### config.mk
export PLATFORM = sky130hd
export DESIGN_NAME = alu_arbiter
export DESIGN_NICKNAME = d
export VERILOG_FILES = /design/src/rtl/alu_arbiter.sv
export SDC_FILE = /design/constraint.sdc
export NUM_CORES = 1
export LEC_CHECK = 0
export BUFFER_PORTS_ARGS = -buffer_cell sky130_fd_sc_hd__buf_4
export CORE_AREA = 4 4 91 50
export CTS_CLUSTER_DIAMETER = 40
export DETAILED_ROUTE_END_ITERATION = 8
export DIE_AREA = 0 0 95 54
export PLACE_DENSITY = 0.9
export SLEW_MARGIN = 20
export SYNTH_ARGS = -nofsm -noshare
export SYNTH_HDL_FRONTEND = slang
export SYNTH_SLANG_ARGS = --single-unit
### constraint.sdc
create_clock -name clk -period 3.35 [get_ports clk]
set_clock_uncertainty 0.05 [all_clocks]
set_input_delay 0.67 -clock clk [delete_from_list [all_inputs] [get_ports clk]]
set_output_delay 0.67 -clock clk [all_outputs]
set_load 0.02 [all_outputs]
### src/rtl/alu_arbiter.sv
// Round-robin arbiter sharing one picoMIPS ALU between two requesters.
// Operands are driven from registers; the response is returned over valid/ready.
module alu_arbiter #(
  parameter int         N        = 8,
  parameter logic [2:0] MUL_FUNC = 3'b110
) (
  input  logic         clk,
  input  logic         rst_n,
  input  logic         req0_valid,
  output logic         req0_ready,
  input  logic [2:0]   req0_func,
  input  logic [N-1:0] req0_a,
  input  logic [N-1:0] req0_b,
  input  logic         req1_valid,
  output logic         req1_ready,
  input  logic [2:0]   req1_func,
  input  logic [N-1:0] req1_a,
  input  logic [N-1:0] req1_b,
  output logic [N-1:0] alu_a,
  output logic [N-1:0] alu_b,
  output logic [2:0]   alu_func,
  input  logic [N-1:0] alu_result,
  input  logic [3:0]   alu_flags,
  output logic         rsp_valid,
  input  logic         rsp_ready,
  output logic         rsp_id,
  output logic [N-1:0] rsp_result,
  output logic [3:0]   rsp_flags,
  output logic         busy
);

  typedef enum logic [1:0] {IDLE, EXEC, MULW, RESP} state_t;

  state_t       state_reg, state_next;
  logic         ptr_reg, ptr_next;
  logic [N-1:0] a_reg, a_next;
  logic [N-1:0] b_reg, b_next;
  logic [2:0]   func_reg, func_next;
  logic [N-1:0] result_reg, result_next;
  logic [3:0]   flags_reg, flags_next;
  logic         id_reg, id_next;
  logic         grant0, grant1;

  // ptr_reg names the requester that wins when both are valid
  assign grant0     = req0_valid & (~req1_valid | ~ptr_reg);
  assign grant1     = req1_valid & (~req0_valid |  ptr_reg);
  assign req0_ready = (state_reg == IDLE) & grant0;
  assign req1_ready = (state_reg == IDLE) & grant1;

  assign alu_a      = a_reg;
  assign alu_b      = b_reg;
  assign alu_func   = func_reg;
  assign rsp_valid  = (state_reg == RESP);
  assign rsp_id     = id_reg;
  assign rsp_result = result_reg;
  assign rsp_flags  = flags_reg;
  assign busy       = (state_reg != IDLE);

  always_ff @(posedge clk or negedge rst_n) begin
    if (!rst_n) begin
      state_reg  <= IDLE;
      ptr_reg    <= 1'b0;
      a_reg      <= '0;
      b_reg      <= '0;
      func_reg   <= '0;
      result_reg <= '0;
      flags_reg  <= '0;
      id_reg     <= 1'b0;
    end else begin
      state_reg  <= state_next;
      ptr_reg    <= ptr_next;
      a_reg      <= a_next;
      b_reg      <= b_next;
      func_reg   <= func_next;
      result_reg <= result_next;
      flags_reg  <= flags_next;
      id_reg     <= id_next;
    end
  end

  always_comb begin
    state_next  = state_reg;
    ptr_next    = ptr_reg;
    a_next      = a_reg;
    b_next      = b_reg;
    func_next   = func_reg;
    result_next = result_reg;
    flags_next  = flags_reg;
    id_next     = id_reg;
    case (state_reg)
      IDLE: begin
        if (req0_ready) begin
          a_next     = req0_a;
          b_next     = req0_b;
          func_next  = req0_func;
          id_next    = 1'b0;
          ptr_next   = 1'b1;
          state_next = EXEC;
        end else if (req1_ready) begin
          a_next     = req1_a;
          b_next     = req1_b;
          func_next  = req1_func;
          id_next    = 1'b1;
          ptr_next   = 1'b0;
          state_next = EXEC;
        end
      end
      EXEC: begin
        // the multiplier output is registered inside the ALU, so wait a cycle
        if (func_reg == MUL_FUNC) begin
          state_next = MULW;
        end else begin
          result_next = alu_result;
          flags_next  = alu_flags;
          state_next  = RESP;
        end
      end
      MULW: begin
        result_next = alu_result;
        flags_next  = alu_flags;
        state_next  = RESP;
      end
      RESP: begin
        if (rsp_ready) state_next = IDLE;
      end
      default: state_next = IDLE;
    endcase
  end

endmodule

==> qor.csv <==
metric,value,unit
syn_nets,221,
hold_viol,0,
syn_inst,162,
grtUsageTotal,17.4,%
nNetsFinal,307,
clockRootBuffer,clkbuf_8,
vias_per_cell,4.99,
final.setup.tns,0,ps
cts_resized,0,
crit_start,state_reg[0]$_DFFE_PN0P_,
top_layer,met4,
slew_headroom,60.9,%
gp_congestion,0.742,
ant_nets,0,
met2_length,1960,um
tritoncts,done,
crit_end,req1_ready,
cts_buffers,5,
vias,1511,
grt-ovfl-total,0,
ir_drop,0.491,mV
grt_pass1_vias,1396,
max_freq,411,MHz
dieArea,5130,um^2
path_class,flop to primary output,
initial_core_util,46.1,%
num_antenna_cells,0,
post_cts_buffers,0,
firstDrtPassIters,5,
layout_commonest_cell,buf_4,
grt_max_degree,39,
portBuffers,90,
wl_met3,435,um
final_cell_mix,"93 x buf_4, 35 x dfrtp_1, 21 x nor2_1, 18 x or3b_1, 18 x a31oi_1",
finalPower,2.43,mW
cp-start-kind,flop,
cts_max_level,2,
timing.critical_path.arrival,1710,ps
min_period,2430,ps
crit_required,2630,ps
synth_seq_cells,35,
yosysUniqueCellTypes,27,
m1WireLength,1970,um
worstSkewPairLatency,280,ps
hold_path.class,input pin to async pin,
timing.critical_path.fanout_max,8,
drv_cap,0,
syn_to_final_growth,45.5,%
dp_hpwl,3330,um
fp.dieH,54,um
num_rows,16,
end_kind,primary output,
antenna_found_initial,0,
netlist_area,1740,um^2
status,"finished, final reports clean",
core_area,3760,um^2
leakage,1.17,nW
finalMaxSlewViolations,0,
finalSetupViolCount,0,
yosysSeqAreaShare,50.4,%
cts_sinks,35,
die_w,95,um
avgSynthCellArea,10.7,um^2
drt-initial-drc-count,40,
rsz0062_at_grt,no,
rrSetupSlack,1200,ps
rr_startpoint,state_reg[0]$_DFFE_PN0P_,
holdBufCountCts,0,
grt_pass1_wl,6570,um
clkTransAtPathRegs,70,ps
p_per_area,962,nW/um^2
reg2reg_depth,6,
cts_buffer_depth,2,
routed_wl,4380,um
io_pins,91,
wl_per_cell,14.4,um
layout-drive-gt1-share,41.8,%
route.detailed.drc,0,
ys.warnings.count,0,
worst_slew_pin_slew,587,ps
r2r_end,alu_a[5]$_DFFE_PN0P_,
fin_crit_sh,72.6,%
[cell type report]
type,instances,area (um^2)
fillers,309,1240
flip-flops and latches,35,876
multi-input cells,108,748
repair buffers,93,698
clock buffers,6,82.6
well taps,54,67.6
clock inverters,2,35.0
inverters,5,18.8
[cell usage after synthesis (all sizes together)]
library cell,number,share of area [%]
buf,11,4.8
a21oi,3,0.86
inv,5,1.1
dfrtp,35,50
o21ai,18,5.2
nor2b,2,0.72
o21a,1,0.43
a2111oi,1,0.50
a211o,1,0.50
nand2,2,0.58
nor2,21,4.5
clkbuf,3,0.65
a31oi,18,6.5
or3b,18,9.1
mux2i,1,0.58
mux2,13,8.4
a221o,1,0.58
o21bai,1,0.43
ha,4,2.9
and2,1,0.50
nand3b,1,0.43
o22ai,1,0.36
[layer usage]
metal  vias to the layer above  GRT usage, %
met3                         2          6.28
met2                        62          27.2
met4                         0          4.31
met1                       686          23.2
met5                         -             0
li1                        761             -
[power breakdown]
| group | internal (mW) | total, mW | switching, mW |
|---|---|---|---|
| Clock | 0.241 | 0.394 | 0.153 |
| Combinational | 0.571 | 1.27 | 0.699 |
| Sequential | 0.642 | 0.767 | 0.125 |
| Total | 1.45 | 2.43 | 0.976 |
[how the worst min path moves through the flow]
stage | slack (ps) | endpoint | depth (start not counted)
finish | 280 | alu_b[0]$_DFFE_PN0P_ | 1
detailed placement | 430 | rsp_result[5]$_DFFE_PN0P_ | 1
floorplan | 320 | alu_a[0]$_DFFE_PN0P_ | 0
CTS | 290 | rsp_result[4]$_DFFE_PN0P_ | 1
global placement | 430 | rsp_result[2]$_DFFE_PN0P_ | 1
global route | 310 | alu_a[6]$_DFFE_PN0P_ | 1
[kinds of logic (layout without fill, tap and decap cells)]
kind of cell	after synthesis	after routing	share of synthesized area [%]
adders and majority gates	4	4	2.88
and+or+nand+nor	45	45	15.9
DFF	35	35	50.4
AOI/OAI and AO/OA	45	45	15.3
muxes	14	14	9.01
buffers and inverters	19	106	6.48
[critical path: stages, from the launching register on]
cell	delay, ps
dfrtp_1	410
inv_1	130
ha_1	330
nand2_1	80
a21oi_1	270
buf_4	210
[metrics by stage]
stage	hold slack (ps)	cell area, um^2	setup WS [ps]	cells	utilization [%]
CTS	293	2530	950	303	67.1
detailed placement	433	2410	1240	295	64.0
global placement	426	2410	1260	295	64.0
finish	281	2530	916	303	67.1
global route	307	2530	828	303	67.1
floorplan	324	1740	1340	162	-
(Power assumes the default switching activity.)
